$ cat src/rtl/tpu_control_if.sv
// ---------------------------------------------------------------------------
// tpu_control_if
//
// Bundles every non-clock signal of the TPU controller: the host byte stream
// in and out, the operand-memory write port, and the matrix-unit control and
// result-select lines.
//
// Modports
//   master : host / environment side (drives in_valid, in_data, out_ready,
//            res_data; observes everything the controller produces)
//   slave  : the controller itself (tpu_control)
//
// Signals
//   in_valid / in_data / in_ready     host byte stream into the controller
//   mem_write_en / mem_addr / mem_in_data  operand memory write port
//   mmu_start / mmu_clear             matrix unit control pulses
//   res_sel / res_data                matrix unit result element select/read
//   out_valid / out_data / out_ready  result byte stream back to the host
//   busy / done                       status
// ---------------------------------------------------------------------------
interface tpu_control_if;
    logic        in_valid;
    logic [7:0]  in_data;
    logic        in_ready;
    logic        mem_write_en;
    logic [2:0]  mem_addr;
    logic [7:0]  mem_in_data;
    logic        mmu_start;
    logic        mmu_clear;
    logic [1:0]  res_sel;
    logic [15:0] res_data;
    logic        out_valid;
    logic [7:0]  out_data;
    logic        out_ready;
    logic        busy;
    logic        done;

    modport master (
        output in_valid,
        output in_data,
        output res_data,
        output out_ready,
        input  in_ready,
        input  mem_write_en,
        input  mem_addr,
        input  mem_in_data,
        input  mmu_start,
        input  mmu_clear,
        input  res_sel,
        input  out_valid,
        input  out_data,
        input  busy,
        input  done
    );

    modport slave (
        input  in_valid,
        input  in_data,
        input  res_data,
        input  out_ready,
        output in_ready,
        output mem_write_en,
        output mem_addr,
        output mem_in_data,
        output mmu_start,
        output mmu_clear,
        output res_sel,
        output out_valid,
        output out_data,
        output busy,
        output done
    );
endinterface

$ cat src/rtl/tpu_control.sv
// ---------------------------------------------------------------------------
// tpu_control
//
// Sequencer for a small matrix unit. One transaction:
//   LOAD    : accept 8 host bytes (4 weights, then 4 inputs) and write each
//             straight into operand memory at address 0..7 in the cycle it
//             is accepted.
//   COMPUTE : pulse mmu_start on the first cycle, then wait COMPUTE_CYCLES
//             cycles in total for the matrix unit.
//   DRAIN   : stream the four 16-bit results back as 8 bytes, element 0
//             first, low byte before high byte, under out_valid/out_ready.
// Accepting the last result byte returns to LOAD and pulses done and
// mmu_clear for one cycle; a new byte may be accepted in that same cycle.
//
// Parameters
//   COMPUTE_CYCLES : length of the COMPUTE phase in cycles (1..255)
//
// Ports
//   clk : clock, rising edge
//   rst : asynchronous, active-high reset; while high all handshake and
//         strobe outputs are forced low and any partial load is dropped
//   bus : tpu_control_if.slave, all data/handshake/status signals
// ---------------------------------------------------------------------------
module tpu_control #(
    parameter int COMPUTE_CYCLES = 4
) (
    input  logic          clk,
    input  logic          rst,
    tpu_control_if.slave  bus
);

    typedef enum logic [1:0] {
        ST_LOAD    = 2'd0,
        ST_COMPUTE = 2'd1,
        ST_DRAIN   = 2'd2
    } state_t;

    // ccnt value seen in the final COMPUTE cycle.
    localparam logic [7:0] LP_CCNT_LAST = 8'(COMPUTE_CYCLES - 1);

    state_t      r_state;
    logic [2:0]  r_lcnt;
    logic [7:0]  r_ccnt;
    logic [2:0]  r_dcnt;
    logic        r_mmu_start;
    logic        r_mmu_clear;
    logic        r_done;

    logic        w_in_ready;
    logic        w_accept;
    logic        w_out_valid;
    logic        w_transfer;
    logic [7:0]  w_res_byte;

    // The state register already resets asynchronously, but gating with rst
    // keeps the handshakes low for the whole reset window, not just after
    // the reset has propagated through the flops.
    assign w_in_ready  = (r_state == ST_LOAD) && !rst;
    assign w_accept    = w_in_ready && bus.in_valid;
    assign w_out_valid = (r_state == ST_DRAIN) && !rst;
    assign w_transfer  = w_out_valid && bus.out_ready;

    // dcnt[0] picks the byte lane, dcnt[2:1] the result element.
    assign w_res_byte  = r_dcnt[0] ? bus.res_data[15:8] : bus.res_data[7:0];

    assign bus.in_ready     = w_in_ready;
    assign bus.mem_write_en = w_accept;
    assign bus.mem_addr     = (r_state == ST_LOAD) ? r_lcnt : 3'd0;
    assign bus.mem_in_data  = bus.in_data;
    assign bus.mmu_start    = r_mmu_start;
    assign bus.mmu_clear    = r_mmu_clear;
    assign bus.res_sel      = w_out_valid ? r_dcnt[2:1] : 2'd0;
    assign bus.out_valid    = w_out_valid;
    assign bus.out_data     = w_out_valid ? w_res_byte : 8'd0;
    assign bus.busy         = (r_state != ST_LOAD) && !rst;
    assign bus.done         = r_done;

    always_ff @(posedge clk or posedge rst) begin
        if (rst) begin
            r_state     <= ST_LOAD;
            r_lcnt      <= 3'd0;
            r_ccnt      <= 8'd0;
            r_dcnt      <= 3'd0;
            r_mmu_start <= 1'b0;
            r_mmu_clear <= 1'b0;
            r_done      <= 1'b0;
        end else begin
            // Pulse outputs are single-cycle unless re-armed below.
            r_mmu_start <= 1'b0;
            r_mmu_clear <= 1'b0;
            r_done      <= 1'b0;

            case (r_state)
                ST_LOAD: begin
                    if (w_accept) begin
                        // 3-bit counter wraps 7 -> 0 on the last byte.
                        r_lcnt <= r_lcnt + 3'd1;
                        if (r_lcnt == 3'd7) begin
                            r_state     <= ST_COMPUTE;
                            r_ccnt      <= 8'd0;
                            r_mmu_start <= 1'b1;
                        end
                    end
                end

                ST_COMPUTE: begin
                    r_ccnt <= r_ccnt + 8'd1;
                    if (r_ccnt == LP_CCNT_LAST) begin
                        r_state <= ST_DRAIN;
                        r_dcnt  <= 3'd0;
                    end
                end

                ST_DRAIN: begin
                    if (w_transfer) begin
                        r_dcnt <= r_dcnt + 3'd1;
                        if (r_dcnt == 3'd7) begin
                            r_state     <= ST_LOAD;
                            r_done      <= 1'b1;
                            r_mmu_clear <= 1'b1;
                        end
                    end
                end

                default: begin
                    r_state <= ST_LOAD;
                end
            endcase
        end
    end

endmodule

$ cat src/flat_wrapper.sv
// flat-port wrapper written by rule: the top's interface ports become plain ports
module tpu_control_flat 
#(
    parameter int COMPUTE_CYCLES = 4
)
  (clk, rst, bus_in_valid, bus_in_data, bus_res_data, bus_out_ready, bus_in_ready, bus_mem_write_en, bus_mem_addr, bus_mem_in_data, bus_mmu_start, bus_mmu_clear, bus_res_sel, bus_out_valid, bus_out_data, bus_busy, bus_done);
  tpu_control_if bus_i ();
  input  logic clk;
  input  logic rst;
  input wire logic [$bits(bus_i.in_valid)-1:0] bus_in_valid;
  input wire logic [$bits(bus_i.in_data)-1:0] bus_in_data;
  input wire logic [$bits(bus_i.res_data)-1:0] bus_res_data;
  input wire logic [$bits(bus_i.out_ready)-1:0] bus_out_ready;
  output wire logic [$bits(bus_i.in_ready)-1:0] bus_in_ready;
  output wire logic [$bits(bus_i.mem_write_en)-1:0] bus_mem_write_en;
  output wire logic [$bits(bus_i.mem_addr)-1:0] bus_mem_addr;
  output wire logic [$bits(bus_i.mem_in_data)-1:0] bus_mem_in_data;
  output wire logic [$bits(bus_i.mmu_start)-1:0] bus_mmu_start;
  output wire logic [$bits(bus_i.mmu_clear)-1:0] bus_mmu_clear;
  output wire logic [$bits(bus_i.res_sel)-1:0] bus_res_sel;
  output wire logic [$bits(bus_i.out_valid)-1:0] bus_out_valid;
  output wire logic [$bits(bus_i.out_data)-1:0] bus_out_data;
  output wire logic [$bits(bus_i.busy)-1:0] bus_busy;
  output wire logic [$bits(bus_i.done)-1:0] bus_done;
  assign bus_i.in_valid = bus_in_valid;
  assign bus_i.in_data = bus_in_data;
  assign bus_i.res_data = bus_res_data;
  assign bus_i.out_ready = bus_out_ready;
  assign bus_in_ready = bus_i.in_ready;
  assign bus_mem_write_en = bus_i.mem_write_en;
  assign bus_mem_addr = bus_i.mem_addr;
  assign bus_mem_in_data = bus_i.mem_in_data;
  assign bus_mmu_start = bus_i.mmu_start;
  assign bus_mmu_clear = bus_i.mmu_clear;
  assign bus_res_sel = bus_i.res_sel;
  assign bus_out_valid = bus_i.out_valid;
  assign bus_out_data = bus_i.out_data;
  assign bus_busy = bus_i.busy;
  assign bus_done = bus_i.done;
  tpu_control #(.COMPUTE_CYCLES(COMPUTE_CYCLES)) u_core (.clk(clk), .rst(rst), .bus(bus_i));
endmodule
$ cat config.mk
export PLATFORM = sky130hd
export DESIGN_NAME = tpu_control_flat
export DESIGN_NICKNAME = d
export VERILOG_FILES = /design/src/rtl/tpu_control_if.sv /design/src/rtl/tpu_control.sv /design/src/flat_wrapper.sv
export SDC_FILE = /design/constraint.sdc
export NUM_CORES = 1
export LEC_CHECK = 0
export CAP_MARGIN = 20
export CORE_UTILIZATION = 35
export DETAILED_ROUTE_END_ITERATION = 6
export GPL_TIMING_DRIVEN = 1
export PLACE_DENSITY_LB_ADDON = 0.3
export SLEW_MARGIN = 10
export SYNTH_ARGS = -nofsm -noshare
export SYNTH_HDL_FRONTEND = slang
export SYNTH_SLANG_ARGS = --single-unit
$ cat constraint.sdc
create_clock -name clk -period 1.75 [get_ports clk]
set_input_delay 0.175 -clock clk [delete_from_list [all_inputs] [get_ports clk]]
set_output_delay 0.175 -clock clk [all_outputs]
set_load 0.005 [all_outputs]
Yosys cells after proc, flatten, opt, wreduce, memory -nomap -nowiden
Index checks and enable logic that the tools add are counted.
- add/sub/neg operators: 3
- equal/unequal tests: 10
- mux-type cells: 22
- reductions and logical operators: 14
- operator list (kind ; count):
    two-way mux 8 bit ; 4
    case mux 8 bit (2 select lines) ; 1
    two-way mux 2 bit ; 6
    two-way mux 3 bit ; 3
    adder 8 x 1 -> 8 bit (second input constant) ; 1
    == test 8 x 2 -> 1 bit (second input constant) ; 1
    adder 3 x 1 -> 3 bit (second input constant) ; 2
    == test 3 bit (second input constant) ; 2
    two-way mux 1 bit ; 6
    != test 2 bit (second input constant) ; 3
    case mux 2 bit (3 select lines) ; 1
    case mux 3 bit (2 select lines) ; 1
    AND reduction 3 bit ; 2
    nonzero test 2 bit ; 3
    logical AND 1 bit ; 5
    AND reduction 5 bit ; 1
    != test 2 x 1 -> 1 bit (second input constant) ; 2
    == test 2 x 1 -> 1 bit (second input constant) ; 1
    == test 2 bit (second input constant) ; 1
    logical NOT 2 bit ; 1
    AND reduction 2 bit ; 1
    logical NOT 1 bit ; 1
- register bits: 18
- logic and storage cells: 55

Depth between registers and ports, before layout
- word-level depth: 5
- gate-level depth with buffers: 6
- depth with buffers taken out: 6

Worst setup path before layout
OpenSTA, ideal clock, no wires.
- kind: register to register
- start: reg u_core.r_ccnt[7]
- end: reg u_core.r_dcnt[0]
- library setup time: 125 ps
- arrival: 1478 ps
- required time: 1625 ps
- setup slack: 147 ps
- stages on the path, launching flop included: 5
- buffers on the path: 0
- clock period less this slack: 1603 ps
- cell sequence: dfrtp_1 > or3_4 > o41ai_4 > nand3_2 > mux2_4
- longest elaborated chain between the ends: 3
- RTL lines (item ; RTL line ; text):
    start: declaration ; tpu_control.sv:43 ; logic [7:0] r_ccnt;
    start signal: assignment ; tpu_control.sv:107 ; r_ccnt <= r_ccnt + 8'd1;
    == test 8 x 2 -> 1 bit ; tpu_control.sv:108 ; if (r_ccnt == LP_CCNT_LAST) begin
    != test 2 x 1 -> 1 bit (no line) ; - ;
    AND reduction 3 bit (no line) ; - ;
    end signal: assignment ; tpu_control.sv:116 ; r_dcnt <= r_dcnt + 3'd1;
    end: declaration ; tpu_control.sv:44 ; logic [2:0] r_dcnt;
No other way between the ends.
A chain may end at the register's enable or synchronous reset.

Worst setup path after layout
- start: reg u_core.r_ccnt[7]
- end: reg u_core.r_state[0]
- longest elaborated chain between the ends: 3
- RTL lines (item ; RTL line ; text):
    == test 8 x 2 -> 1 bit ; tpu_control.sv:108 ;
    != test 2 x 1 -> 1 bit (no line) ; - ;
    AND reduction 5 bit (no line) ; - ;
    end signal: assignment ; tpu_control.sv:109 ; r_state <= ST_DRAIN;
    end signal: assignment ; tpu_control.sv:118 ; r_state <= ST_LOAD;
    end signal: assignment ; tpu_control.sv:126 ; r_state <= ST_LOAD;
    end: declaration ; tpu_control.sv:41 ; state_t r_state;
No other way between the ends.

==> results.py <==
metrics = {
    "cts": {
        "cts_sinks": 18,
        "cts_buffer_depth": 2,
        "clock_latency_ps": 300,
        "path_clk_slew_ps": 100,
        "ctsRootBufferMaster": "clkbuf_4",
        "cts_made_buffers": 3,
        "h-tree-depth": 1,
        "cts_tree": "built",
    },
    "timing": {
        "relSlewSlack_pct": 78.5,
        "finalHoldViolCount": 0,
        "drv_slew": 0,
        "fin_crit_sh_pct": 99.8,
        "worstMarginPinSlew_ps": 321,
        "rsz0062_at_grt": "yes",
        "finalSetupViolations": 0,
        "skew_ps": 1.50,
        "period_needed_ps": 1750,
        "clock.fmax_mhz": 572,
    },
    "worst_setup_path": {
        "timing.rr.start": "u_core.r_ccnt[7]",
        "rrSetupSlack_ps": 3,
        "startpoint_type": "flip-flop",
        "crit_chain": "or3_4 -> o41ai_4 -> nand3_2 -> mux2_4",
        "critPathKind": "flip-flop to flip-flop",
        "slowest_delay_ps": 410,
        "crit_buf_inv": 0,
        "worstSetupStartpoint": "u_core.r_ccnt[7]",
        "cp-endpoint": "u_core.r_state[0]",
        "worstPathMaxFanout": 3,
        "cp_top_family": "simple AND/OR/NAND/NOR gates",
        "required_ps": 1950,
        "setup.worst_path.end_class": "flip-flop",
        "cp_slowest_cell": "dfrtp_1",
        "worstPathArrival_ps": 1940,
        "r2r.worst_path.cells": 4,
        "path_depth": 4,
        "r2r-end": "u_core.r_state[0]",
    },
    "detailed_routing": {
        "via_count": 1116,
        "met1_length_um": 1260,
        "dr.pass1.iters": 4,
        "viasPerCell": 4.77,
        "wl_um": 3050,
        "drtIter0Drc": 58,
        "wl_met2_um": 1570,
        "wire_per_inst_um": 13.0,
        "detail-route-antenna-nets": 0,
        "wl_met3_um": 197,
        "top_layer": "met4",
        "drc": 0,
    },
    "finish": {
        "insertedDiodeCount": 0,
        "nFillCells": 320,
        "final_cell_count_no_fill": 234,
        "drive_gt1_share_pct": 25.5,
        "final_util_pct": 56.4,
        "layout.nets": 226,
        "syn_to_final_growth_pct": 52.4,
    },
    "logic_synthesis": {
        "yosys_warnings": 0,
        "ys_seq_elements": 18,
        "synth_area_um2": 1240,
        "synth_fp_nets": 170,
        "ys_seq_area_share_pct": 36.2,
        "postSynthCellCount": 133,
        "synth_area_per_cell_um2": 9.36,
        "synth.distinct_cells": 32,
    },
    "place": {
        "dpl.hpwl_um": 2290,
        "gp_congestion": 0.777,
        "placed_cells": 219,
        "portBuffers": 39,
    },
    "die": {
        "design.die.area_um2": 3800,
        "die_y_um": 61.6,
        "dieWidth_um": 61.6,
        "start_util_pct": 37.0,
        "rows": 21,
        "ios": 56,
        "core_um2": 3360,
    },
    "grt": {
        "grt_pass1_vias": 1117,
        "grt-ovfl-total": 0,
        "antenna_found_initial": 0,
        "grt_max_degree": 19,
        "grt_pass1_wl_um": 4720,
        "grt_usage_pct": 16.9,
    },
    "power_and_ir_drop": {
        "power.leakage_nw": 0.953,
        "power_density_nw_per_um2": 1400,
        "ir_worst_vdd_mv": 0.715,
    },
    "hold_path": {
        "worstHoldPathCells": 0,
        "min_path_type": "primary input to output port",
    },
    "status": {
        "status": "finished clean",
    },
    "run": {
        "drv_cap": 0,
    },
}
[per-stage QoR]
step | hold slack (ps) | total power [mW] | setup slack [ps] | instance area (um2) | setup TNS (ps)
2_1_floorplan | 122 | 1.53 | 147 | 1240 | 0
3_3_place_gp | 350 | 2.03 | 6.19 | 1720 | 0
3_5_place_dp | 350 | 2.11 | -63.7 | 1720 | -110
4_1_cts | 309 | 2.40 | -166 | 1770 | -601
5_1_grt | 350 | 2.86 | -72.3 | 1900 | -261
6_report | 350 | 2.65 | 2.63 | 1900 | 0
[cells in the final DEF, fill, tap and decap left out, types with 3 or more instances in the layout]
cell             count
dlygate4sd2_1        6
and2_1               4
clkdlybuf4s50_1     22
inv_1                6
nor2b_1              4
dlymetal6s2s_1       4
ha_1                 7
nor2_1              12
dfrtp_1             18
clkbuf_4             3
buf_4               24
mux2i_1             11
nand2_1             16
mux2_4               3
o21ai_0              5
clkdlybuf4s15_1      5
[state kept, by name, indices dropped and copies added, names as in the netlist]
name	cells
u_core.r_dcnt	3
u_core.bus.done	1
u_core.r_lcnt	3
u_core.bus.mmu_start	1
u_core.r_ccnt	8
u_core.r_state	2
[how the worst min path moves through the flow]
stage	from	endpoint	slack (ps)
finish	bus_in_data[1]	bus_mem_in_data[1]	350
global route	bus_in_data[1]	bus_mem_in_data[1]	350
CTS	rst	u_core.r_dcnt[2]	310
detailed placement	bus_in_data[4]	bus_mem_in_data[4]	350
global placement	bus_in_data[4]	bus_mem_in_data[4]	350
floorplan	rst	u_core.bus.done	120
[what timing repair did]
| item | 4_1_cts | 5_1_grt |
|---|---|---|
| endpoints found under the hold margin | 0 | 0 |
| setup buffers | 2 | 9 |
| pin swaps | 0 | 5 |
| hold buffers | 0 | 0 |
| resized for setup | 21 | 22 |
| endpoints found under the setup margin | 17 | 11 |
[routing by layer]
metal,vias to the layer above,track usage (%)
li1,558,-
met1,522,20.4
met2,32,29.8
met3,4,5.25
met4,0,2.86
met5,-,0
[cells in the mapped netlist (all sizes together)]
cell    instances  area (um2)
a211oi          2        15.0
a21o            2        15.0
a21oi           1        5.00
a22o            2        17.5
a32o            1        10.0
a32oi           2        17.5
and2            4        25.0
and3b           1        8.76
buf             9        67.6
clkbuf          4        15.0
dfrtp          18         450
ha              9         113
inv             8        30.0
mux2            5        60.1
mux2i          11         110
nand2          17        63.8
nand2b          1        6.26
nand3           4        25.0
nand3b          1        7.51
nand4b          1        8.76
nor2           14        52.6
nor2b           5        31.3
nor3            1        5.00
o211ai          1        7.51
o21ai           6        30.0
o41ai           1        27.5
or3             1        11.3
xnor2           1        8.76
[layout make-up]
type | instances | area (um2) | area share (%)
Clock buffer | 4 | 36.3 | 1.91
Tap cell | 46 | 57.6 | 3.03
Timing Repair Buffer | 64 | 574 | 30.3
Multi-Input combinational cell | 94 | 748 | 39.4
Inverter | 8 | 30.0 | 1.58
Sequential cell | 18 | 450 | 23.7
[kinds of logic after synthesis]
logic type                 count (synthesis)  synth area share (%)
DFF                                       18                  36.2
muxes                                     16                  13.7
xor gates and xnor gates                   1                 0.704
buffers and inverters                     21                  9.04
AOI/OAI and AO/OA                         18                  11.7
and+or+nand+nor                           50                  19.7
adders and majority gates                  9                  9.05
[power breakdown]
part,internal [mW],switching [mW]
Sequential,0.581,0.141
Combinational,0.944,0.721
Clock,0.127,0.136
(Power assumes the default switching activity.)
